<file path="config.mk">
export PLATFORM = sky130hd
export DESIGN_NAME = pkt_fold_arbiter
export DESIGN_NICKNAME = d
export VERILOG_FILES = /design/src/rtl/pkt_fold_arbiter.sv
export SDC_FILE = /design/constraint.sdc
export NUM_CORES = 1
export LEC_CHECK = 0
export ABC_AREA = 1
export BUFFER_PORTS_ARGS = -buffer_cell sky130_fd_sc_hd__buf_4
export CAP_MARGIN = 20
export CORE_MARGIN = 4
export CORE_UTILIZATION = 45
export CTS_CLUSTER_SIZE = 30
export DETAILED_ROUTE_END_ITERATION = 8
export HOLD_SLACK_MARGIN = 0.05
export PLACE_DENSITY = 0.7
export SETUP_SLACK_MARGIN = 0.4
export SLEW_MARGIN = 20
export SYNTH_ARGS = -nofsm -noshare
export SYNTH_HDL_FRONTEND = slang
export SYNTH_SLANG_ARGS = --single-unit
</file>
<file path="constraint.sdc">
create_clock -name clk -period 4.4 [get_ports clk]
set_input_delay 0.88 -clock clk [delete_from_list [all_inputs] [get_ports clk]]
set_output_delay 0.88 -clock clk [all_outputs]
set_load 0.05 [all_outputs]
</file>
<file path="src/rtl/pkt_fold_arbiter.sv">
// pkt_fold_arbiter
//  Packet-level scheduler in front of the shared fold/overlap-add datapath.
//  Two AXI-Stream requesters compete for the datapath. A grant covers one whole
//  packet. The requester's k/len config is latched at grant and is held on
//  cfg_k/cfg_len until the next grant. The packet length is enforced against
//  cfg_len, a settle gap of GAP_CYC idle cycles follows each packet, and
//  err_len pulses for one cycle on a bad config, a short packet or a long packet.
//
//  Optional feature: define ARB_FIXED_PRIO_EN to select fixed priority.
//  In that mode requester 0 wins every tie. When the macro is undefined, a
//  round-robin pointer decides ties.
//
// Ports
//  clk, rst                 clock (rising edge), asynchronous active-low reset
//  s{0,1}_data/valid/last   requester streams
//  s{0,1}_ready             requester ready
//  s{0,1}_k, s{0,1}_len     requester config, sampled on the grant edge
//  d_data/valid/last/ready  datapath stream
//  cfg_k, cfg_len           config latched for the current packet
//  grant                    one-hot owner; 00 when no requester owns the datapath
//  busy                     the scheduler is not idle
//  err_len                  one-cycle pulse on a length or config error
module pkt_fold_arbiter #(
  parameter int Data_width = 8,
  parameter int MAX_LEN    = 10,
  parameter int GAP_CYC    = 2
) (
  input  logic                  clk,
  input  logic                  rst,
  input  logic [Data_width-1:0] s0_data,
  input  logic                  s0_valid,
  input  logic                  s0_last,
  output logic                  s0_ready,
  input  logic [Data_width-1:0] s0_k,
  input  logic [Data_width-1:0] s0_len,
  input  logic [Data_width-1:0] s1_data,
  input  logic                  s1_valid,
  input  logic                  s1_last,
  output logic                  s1_ready,
  input  logic [Data_width-1:0] s1_k,
  input  logic [Data_width-1:0] s1_len,
  output logic [Data_width-1:0] d_data,
  output logic                  d_valid,
  output logic                  d_last,
  input  logic                  d_ready,
  output logic [Data_width-1:0] cfg_k,
  output logic [Data_width-1:0] cfg_len,
  output logic [1:0]            grant,
  output logic                  busy,
  output logic                  err_len
);

  typedef enum logic [1:0] {IDLE, PASS, DROP, GAP} state_t;

  localparam int GW = $clog2(GAP_CYC + 1);
  localparam logic [GW-1:0]         GAP_LAST = GW'(GAP_CYC - 1);
  localparam logic [Data_width-1:0] MAXL     = Data_width'(MAX_LEN);
  localparam logic [Data_width-1:0] ONE      = Data_width'(1);

  // Requesters as packed lane arrays so the selected owner is one index.
  logic [1:0][Data_width-1:0] s_data, s_k, s_len;
  logic [1:0]                 s_valid, s_last, s_ready;

  assign s_data  = {s1_data, s0_data};
  assign s_k     = {s1_k, s0_k};
  assign s_len   = {s1_len, s0_len};
  assign s_valid = {s1_valid, s0_valid};
  assign s_last  = {s1_last, s0_last};
  assign s0_ready = s_ready[0];
  assign s1_ready = s_ready[1];

  state_t                state_q, state_d;
  logic [1:0]            grant_q, grant_d;
  logic [Data_width-1:0] cfg_k_q, cfg_k_d, cfg_len_q, cfg_len_d, cnt_q, cnt_d;
  logic [GW-1:0]         gap_q, gap_d;
  logic                  err_q, err_d;
`ifndef ARB_FIXED_PRIO_EN
  logic                  rr_q, rr_d;  // requester favoured on the next tie
`endif

  logic sel, win, legal, last_cnt, beat, to_gap;

  assign sel      = grant_q[1];
  assign last_cnt = (cnt_q == cfg_len_q - ONE);
  assign beat     = s_valid[sel] & d_ready;

`ifdef ARB_FIXED_PRIO_EN
  assign win = ~s_valid[0];
`else
  assign win = (&s_valid) ? rr_q : s_valid[1];
`endif

  assign legal = (s_len[win] != '0) && (s_len[win] <= MAXL) && (s_k[win] < s_len[win]);

  always_comb begin
    state_d   = state_q;
    grant_d   = grant_q;
    cfg_k_d   = cfg_k_q;
    cfg_len_d = cfg_len_q;
    cnt_d     = cnt_q;
    gap_d     = gap_q;
    err_d     = 1'b0;
    to_gap    = 1'b0;
    s_ready   = '0;
    d_data    = '0;
    d_valid   = 1'b0;
    d_last    = 1'b0;
`ifndef ARB_FIXED_PRIO_EN
    rr_d      = rr_q;
`endif
    case (state_q)
      IDLE: if (|s_valid) begin
        grant_d   = win ? 2'b10 : 2'b01;
        cfg_k_d   = s_k[win];
        cfg_len_d = s_len[win];
        cnt_d     = '0;
        state_d   = legal ? PASS : DROP;
        err_d     = ~legal;
      end
      PASS: begin
        d_data       = s_data[sel];
        d_valid      = s_valid[sel];
        d_last       = s_last[sel] | last_cnt;
        s_ready[sel] = d_ready;
        if (beat) begin
          cnt_d = cnt_q + ONE;
          if (s_last[sel]) begin
            to_gap = 1'b1;
            err_d  = ~last_cnt;  // short packet
          end else if (last_cnt) begin
            // Long packet: the datapath has seen a forced last, so the tail is discarded.
            state_d = DROP;
            err_d   = 1'b1;
          end
        end
      end
      DROP: begin
        s_ready[sel] = 1'b1;
        if (s_valid[sel] & s_last[sel]) to_gap = 1'b1;
      end
      GAP: begin
        gap_d = gap_q + 1'b1;
        if (gap_q == GAP_LAST) begin
          state_d = IDLE;
          grant_d = 2'b00;
        end
      end
      default: state_d = IDLE;
    endcase
    if (to_gap) begin
      state_d = GAP;
      gap_d   = '0;
`ifndef ARB_FIXED_PRIO_EN
      rr_d    = ~sel;
`endif
    end
  end

  always_ff @(posedge clk or negedge rst) begin
    if (!rst) begin
      state_q   <= IDLE;
      grant_q   <= 2'b00;
      cfg_k_q   <= '0;
      cfg_len_q <= '0;
      cnt_q     <= '0;
      gap_q     <= '0;
      err_q     <= 1'b0;
`ifndef ARB_FIXED_PRIO_EN
      rr_q      <= 1'b0;
`endif
    end else begin
      state_q   <= state_d;
      grant_q   <= grant_d;
      cfg_k_q   <= cfg_k_d;
      cfg_len_q <= cfg_len_d;
      cnt_q     <= cnt_d;
      gap_q     <= gap_d;
      err_q     <= err_d;
`ifndef ARB_FIXED_PRIO_EN
      rr_q      <= rr_d;
`endif
    end
  end

  assign grant   = grant_q;
  assign busy    = (state_q != IDLE);
  assign err_len = err_q;
  assign cfg_k   = cfg_k_q;
  assign cfg_len = cfg_len_q;

endmodule

</file>
Word-level counts from Yosys, hierarchy flattened
Cells that the tools add are included.
{ "totals": {"reg_bits": 32, "in_bits": 55, "out_inout_bits": 32, "wordCells": 94} }
{ "op_classes": {"add_sub_neg": 3, "n_lt_le_gt_ge": 5, "n_eq_ne": 13, "mux": 42, "n_bitwise": 7, "n_reduce_logical": 16} }
{ "ops": {"columns": ["cell", "count"], "rows": [
  ["$mux 8", 9],
  ["$mux 2", 11],
  ["$pmux 8 s2", 1],
  ["$mux 1", 15],
  ["$ne 3x3->1 const B", 5],
  ["$add 8x1->8 const B", 1],
  ["$eq 8x8->1", 1],
  ["$le 8x4->1 const B", 1],
  ["$lt 8x8->1", 1],
  ["$pmux 2 s2", 2],
  ["$reduce_bool 2->1", 4],
  ["$reduce_bool 8->1", 1],
  ["$sub 8x1->8 const B", 1],
  ["$ne 2x2->1 const B", 3],
  ["$pmux 2 s3", 1],
  ["$reduce_and 3->1", 2],
  ["$reduce_and 6->1", 1],
  ["$eq 2x1->1 const B", 2],
  ["$eq 2x2->1 const B", 2],
  ["$lt 1x2->1 const B", 2],
  ["$pmux 1 s2", 2],
  ["$reduce_and 2->1", 2],
  ["$reduce_bool 4->1", 1],
  ["$logic_and 1x1->1", 3],
  ["other kinds (9)", 12]
]} }

Depth between registers and ports, before layout
Gate-level depths: netlist of run 1.
{ "depth": {"ltp_word": 11, "depth_mapped": 16} }

Least setup slack after synthesis of run 1
Ideal clock, no wire load.
{ "synth_timing": {"path_kind": "flip-flop to output port", "start": "reg cfg_len_q[0], in the netlist cfg_len[0]", "end": "out d_last", "t_arrival_ns": 2.448, "path_slack_ns": 1.072, "path_stages_with_launch": 12, "n_path_buf": 0, "cell_sequence": "dfrtp_1 > inv_1 > ha_1 > inv_1 > nand2_1 > nand2_1 > nor2_1 > nand3_1 > nor2_1 > nand3_1 > ha_1 > nor2_1"} }
{ "synth_between": {"elab_chain_cells": 4} }
{ "synth_rtl": {"columns": ["element", "line", "source"], "rows": [
  ["start: declaration", "74", "logic [Data_width-1:0] cfg_k_q, cfg_k_d, cfg_len_q, cfg_len_d, cnt_q, cnt_d;"],
  ["start signal: assignment", "175", "cfg_len_q <= cfg_len_d;"],
  ["$sub 8x1->8", "84", "assign last_cnt = (cnt_q == cfg_len_q - ONE);"],
  ["$eq 8x8->1", "84", null],
  ["$or 1x1->1", "123", "d_last = s_last[sel] | last_cnt;"],
  ["$mux 1", "111", "case (state_q)"],
  ["end: declaration", "44", "output logic d_last,"]
]} }
No other way between the ends.

Worst setup path after layout of run 1
Ends and elaborated chain as after synthesis.

==> results of run 1 <==
==> cells in the final DEF (no fill, tap or decap), drive strengths merged <==
cell and instances:
nand2 98, buf 87, nor2 55, inv 54
o21ai 39, dfrtp 32, nand3 30, ha 14
clkbuf 8, a31oi 7, a21oi 7, nor3 5
xor2 4, o31ai 3, xnor2 2, nor4 2
nor3b 2, or2 2, and2 1, nand3b 1
o21bai 1, o21a 1, nand4 1, o211ai 1
==> per-stage QoR <==
stage	setup WS (ns)	utilization [%]	hold slack (ns)	cells	area, µm²
after floorplan	1.07	-	0.494	373	2500
after global placement	1.60	60.7	0.483	519	3180
after detailed placement	1.50	60.7	0.488	519	3180
after CTS	1.28	62.4	0.512	527	3270
after global routing	1.11	62.4	0.545	527	3270
final	1.31	62.4	0.511	527	3270
==> routing by layer <==
metal	track usage (%)	up-vias	part of all wire, %
li1	-	1352	-
met1	28.6	1200	45
met2	34.7	59	49
met3	4.34	10	4.9
met4	7.03	0	1.2
met5	0	-	0
==> where the power goes <==
| part | internal, W | switching, W |
|---|---|---|
| Clock | 0.000128 | 0.000112 |
| Sequential | 0.000415 | 0.000119 |
| Combinational | 0.000462 | 0.00101 |
| Total | 0.00101 | 0.00124 |
==> critical path, stage by stage (launching register included) <==
cell and delay [ns]:
sky130_fd_sc_hd__dfrtp_1 0.40, sky130_fd_sc_hd__inv_1 0.18, sky130_fd_sc_hd__ha_1 0.25, sky130_fd_sc_hd__inv_1 0.07
sky130_fd_sc_hd__nand2_1 0.06, sky130_fd_sc_hd__nand3_1 0.06, sky130_fd_sc_hd__nand2_1 0.06, sky130_fd_sc_hd__o21ai_0 0.07
sky130_fd_sc_hd__nor2_1 0.11, sky130_fd_sc_hd__nand3_1 0.14, sky130_fd_sc_hd__ha_1 0.22, sky130_fd_sc_hd__nor2_1 0.10
sky130_fd_sc_hd__buf_4 0.21
==> state kept, by name, summed over array words and instances, names as in the netlist <==
name / flops
err_len: 1
cnt_q: 8
grant: 2
state_q: 2
gap_q: 2
rr_q: 1
cfg_len: 8
cfg_k: 8
==> logic make-up (layout without fill, tap and decap cells) <==
group	Yosys count	in the layout
XOR/XNOR	6	6
AND/OR/NAND/NOR	197	197
buffers and inverters	65	149
AO/OA/AOI/OAI	59	59
adder cells (fa/ha/maj)	14	14
flip-flops	32	32
==> path summary, 6_finish.rpt <==
check / end / slack [ns] / depth (start not counted)
min in group asynchronous: cfg_k[6] / 0.52 / 1
min reg2reg: grant[0] / 0.51 / 2
min: grant[0] / 0.51 / 2
max in group asynchronous: cnt_q[0] / 3.57 / 1
max reg2reg: state_q[1] / 2.13 / 15
max: d_last / 1.31 / 12
==> cell type report <==
cell class                      count  area [µm²]
Timing Repair Buffer               87         653
Clock buffer                        8        90.1
Multi-Input combinational cell    276        1430
Fill cell                         518        1970
Sequential cell                    32         801
Tap cell                           70        87.6
Inverter                           54         203
==> results.toml, run 1 <==
[floorplanning]
die_width_um = 82.5
floorplan.rows = 26
die_area_um2 = 6810
start_util_pct = 47.7
die-height_um = 82.5
coreArea_um2 = 5240
design.portCount = 87

[synthesis]
synth.top_cells.by_count = "sky130_fd_sc_hd__nand2_1, sky130_fd_sc_hd__inv_1, sky130_fd_sc_hd__nor2_1, sky130_fd_sc_hd__dfrtp_1, sky130_fd_sc_hd__o21ai_0"
synth_top_area_share_pct = 32.0
postSynthNetCount = 442
synth-edff-count = 0
muxShareOfSynthArea_pct = 0
synthSimpleGateAreaFrac_pct = 34.4
synthArstFlopShare_pct = 100
netlist_instances = 373
post_synth_main_area_contributors = "sky130_fd_sc_hd__dfrtp_1, sky130_fd_sc_hd__nand2_1, sky130_fd_sc_hd__inv_1, sky130_fd_sc_hd__nor2_1, sky130_fd_sc_hd__ha_1"
synth_top_flop_cell = "sky130_fd_sc_hd__dfrtp_1"
compound_gate_fraction_of_synth_area_pct = 13.8
synth_top_family_by_area = "simple AND/OR/NAND/NOR gates"
most_common_cell_in_the_synthesized_netlist = "sky130_fd_sc_hd__nand2_1"
synth.distinct_cells = 36
synthAdderAreaFrac_pct = 7.01
syn_area_um2 = 2500
synth-seq-area-share_pct = 32.0
yosys_warnings = 0
synthDominantAreaCellType = "sky130_fd_sc_hd__dfrtp_1"
synth_xor_xnor_area_share_pct = 2.10
ys_ff_latch = 32
syn_avg_cell_area_um2 = 6.70

[worst_setup_path]
r2r-start = "rr_q"
timing.critical_path.required_ns = 3.52
worst_setup_path_end_kind = "output pin"
arrival_ns = 2.21
setup.worst_path.start_class = "flip-flop"
maximum_fanout_encountered_on_the_critical_timing_path = 7
crit_start = "cfg_len[0]"
criticalPathCategory = "flip-flop to output pin"

[place]
gp_congestion = 0.849
dp_hpwl_mm = 5.48
port_buffers = 86

[route]
routed_via_density = 4.97
detailroute.via_count = 2621
drt_first_pass_iters = 4
post-route-drc-count = 0
drt_iter0_markers = 104
finalWirelength_mm = 6.82
antenna_violating_nets_post_route = 0
wl_per_cell_um = 12.9

[min_path]
hp-class = "flip-flop to flip-flop"
min_from = "grant[0]"

[timing]
finalCritPeriodShare_pct = 70.2
final-hold-violation-count = 0
grt_setup_unrepaired = "no"
fin_skew_ns = 0.00458
report.final.slew_viol_count = 0
finalSetupViolCount = 0
fin_crit_ns = 3.09
totalNegativeSetupSlack_ns = 0
upper_clock_frequency_limit_mhz = 324
slew_limit_headroom_pct = 61.6
worst_margin_pin_slew_ns = 0.576

[clocking]
postCtsSetupRepairBufs = 0
post_cts_resize_count = 0
cts_hold_buffers = 0
tritoncts_clock_tree = "built"
clock_root_buffer = "sky130_fd_sc_hd__clkbuf_8"
cts_sinks = 32
cts_made_buffers = 5
cts.path.max_buffers = 2
path_clk_slew_ns = 0.07
ctsHtreeMaxLevel = 2
clock_latency_ns = 0.29

[run]
max-cap-violations = 0

[global_routing]
grt_pass1_vias = 2518
antenna_violations_before_repair = 0
pin_count_of_the_biggest_net_entering_global_routing = 33
gr-total-overflow = 0
track_usage_pct = 21.5
grt_pass1_wl_mm = 11.4

[power]
cellPowerDensity_nw_per_um2 = 689
leakage_nw = 1.78
maximum_vdd_ir_drop_uv = 556
fin_total_pwr_w = 0.00225

[final_layout]
layout_cells_sized_above_1_pct = 23.9
number_of_nets_at_the_end_of_the_flow = 525
n_antenna_cell = 0
layout-area-overhead-vs-synth_pct = 30.7

[outcome]
status = "finished clean"
(Power assumes the default switching activity.)
==> inputs of run 2 (changes only) <==
--- a/config.mk
+++ b/config.mk
@@ -13,7 +13,7 @@
 export CTS_CLUSTER_SIZE = 30
 export DETAILED_ROUTE_END_ITERATION = 8
 export HOLD_SLACK_MARGIN = 0.05
-export PLACE_DENSITY = 0.7
+export PLACE_DENSITY = 0.73
 export SETUP_SLACK_MARGIN = 0.4
 export SLEW_MARGIN = 20
 export SYNTH_ARGS = -nofsm -noshare
==> constraint.sdc (replaced) <==
create_clock -name clk -period 2.6 [get_ports clk]
set_input_delay 0.52 -clock clk [delete_from_list [all_inputs] [get_ports clk]]
set_output_delay 0.52 -clock clk [all_outputs]
set_load 0.05 [all_outputs]
==> results.toml, run 2 (synthesis gave the netlist of run 1 again) <==
[worst_setup_path]
worst_path_max_delay_cell = "sky130_fd_sc_hd__dfrtp_2"
cpLargestDelayFamily = "simple AND/OR/NAND/NOR gates"
number_of_buffers_and_inverters_on_the_critical_path = 3
arrival_ns = 1.95
criticalPathCategory = "flip-flop to output pin"
worst_setup_path_end_kind = "output pin"
maximum_fanout_encountered_on_the_critical_timing_path = 3
worst_path_largest_cell_delay_ns = 0.41
timing.critical_path.required_ns = 2.08
setup.worst_path.start_class = "flip-flop"
cp_cell_sequence = "inv_2, ha_4, inv_2, nand2_1, nand2_1, nor2_1, nand3_1, nor2_2, nand3_2, ha_4, nor2_4, buf_8"

[route]
drt_first_pass_iters = 4
finalWirelength_mm = 7.11
routed.top_layer = "met4"
drt_iter0_markers = 149
wl_per_cell_um = 13.1
met2RoutedLength_mm = 3.76
dr_wl_met3_um = 316
detailroute.via_count = 2715
routed_via_density = 5.02
antenna_violating_nets_post_route = 0
routedLengthMet1_mm = 3.01
post-route-drc-count = 0

[final_layout]
multi_input_comb_area_um2 = 1590
layout_cells_sized_above_1_pct = 34.0
number_of_nets_at_the_end_of_the_flow = 539
final_cell_area_um2 = 3600
most-common-layout-cells = "sky130_fd_sc_hd__nand2_1, sky130_fd_sc_hd__buf_4, sky130_fd_sc_hd__inv_1"
layout-area-overhead-vs-synth_pct = 44.1
final_core_utilization_pct = 68.8
n_antenna_cell = 0
n_fill_cell = 438
fin_cells = 541
layout.area.seq_um2 = 806
layout_commonest_cell = "sky130_fd_sc_hd__nand2_1"

[place]
dp_hpwl_mm = 5.33
port_buffers = 86
place_ws_ns = 0.192
post-place-cells = 521
dpl_cell_area_um2 = 3240
gp_congestion = 0.869

[floorplanning]
start_util_pct = 47.7
die_area_um2 = 6810
design.portCount = 87
die_width_um = 82.5
floorplan.rows = 26
die-height_um = 82.5
coreArea_um2 = 5240

[global_routing]
grt_pass1_vias = 2533
track_usage_pct = 21.1
pin_count_of_the_biggest_net_entering_global_routing = 33
grt_pass1_wl_mm = 11.3
antenna_violations_before_repair = 0
gr-total-overflow = 0

[clocking]
clock_root_buffer = "sky130_fd_sc_hd__clkbuf_8"
cts_sinks = 32
path_clk_slew_ns = 0.07
clock_latency_ns = 0.28
cts_made_buffers = 5
ctsHtreeMaxLevel = 2
cts.path.max_buffers = 2
tritoncts_clock_tree = "built"

[timing]
totalNegativeSetupSlack_ns = 0
report.final.slew_viol_count = 0
worst_margin_pin_slew_ns = 0.457
fin_crit_ns = 2.47
upper_clock_frequency_limit_mhz = 404
final-hold-violation-count = 0
finalSetupViolCount = 0
crit_path_setup_slack_layout_ns = 0.125
fin_skew_ns = 0.0110
grt_setup_unrepaired = "yes"
slew_limit_headroom_pct = 69.4
finalCritPeriodShare_pct = 95.2

[power]
maximum_vdd_ir_drop_uv = 680
leakage_nw = 1.88
cellPowerDensity_nw_per_um2 = 1190

[min_path]
hp-class = "input port to async pin"

[outcome]
status = "finished clean"

[run]
max-cap-violations = 0
run 2: cell types whose count changed in the layout (fill, tap and decap cells not counted), moves of 4 or more:
| cell | before | now |
|---|---|---|
| sky130_fd_sc_hd__nor2_1 | 53 | 39 |
| sky130_fd_sc_hd__buf_6 | 0 | 7 |
| sky130_fd_sc_hd__inv_1 | 53 | 48 |
| sky130_fd_sc_hd__buf_4 | 87 | 92 |
| sky130_fd_sc_hd__inv_2 | 1 | 5 |
| sky130_fd_sc_hd__dfrtp_2 | 0 | 4 |
| sky130_fd_sc_hd__dfrtp_1 | 32 | 28 |
| sky130_fd_sc_hd__nor2_2 | 1 | 13 |
run 2: through the flow:
step / hold WS, ns / power, W
after detailed placement: 0.480 / 0.00347
after global placement: 0.480 / 0.00343
after floorplan: 0.224 / 0.00277
after CTS: 0.191 / 0.00411
after global routing: 0.193 / 0.00464
final: 0.171 / 0.00430
run 2: what timing repair did:
action	4_1_cts	5_1_grt
setup endpoints to repair	5	7
pin swaps	3	8
gates cloned	0	1
setup buffers	10	1
resized for setup	14	29
hold buffers	0	0
run 2: area by class of cell:
cell class              count  share of cell area, %
clock buffers               7                   2.68
clock inverters             1                  0.834
inverters                  54                   5.70
multi-input cells         277                   44.2
flip-flops and latches     32                   22.4
well taps                  70                   2.43
repair buffers            100                   21.8
run 2: layer usage:
layer / vias to the layer above / GRT usage, %
met3: 2 / 3.80
met2: 63 / 36.9
met5: - / 0
li1: 1385 / -
met1: 1265 / 27.1
met4: 0 / 4.90
run 2: path summary, 6_finish.rpt:
kind                            startpoint    endpoint  slack (ns)  depth (start not counted)
worst max-delay path            cfg_len[1]      d_last        0.13                         12
worst min-delay path                   rst    cnt_q[1]        0.17                          1
worst max register to register  cfg_len[1]  state_q[0]        0.16                         20
worst min register to register    grant[0]    grant[0]        0.50                          2
max in group asynchronous              rst    grant[1]        2.09                          1
min in group clk                  grant[0]    grant[0]        0.50                          2
run 2: power by group:
| part | total (W) | switching (W) | leakage, nW | internal [W] |
|---|---|---|---|---|
| logic | 0.00284 | 0.00188 | 1.43 | 0.000963 |
| clock network | 0.000525 | 0.000187 | 0.0645 | 0.000338 |
| registers | 0.000932 | 0.000223 | 0.392 | 0.000709 |
| total | 0.00430 | 0.00229 | 1.88 | 0.00201 |
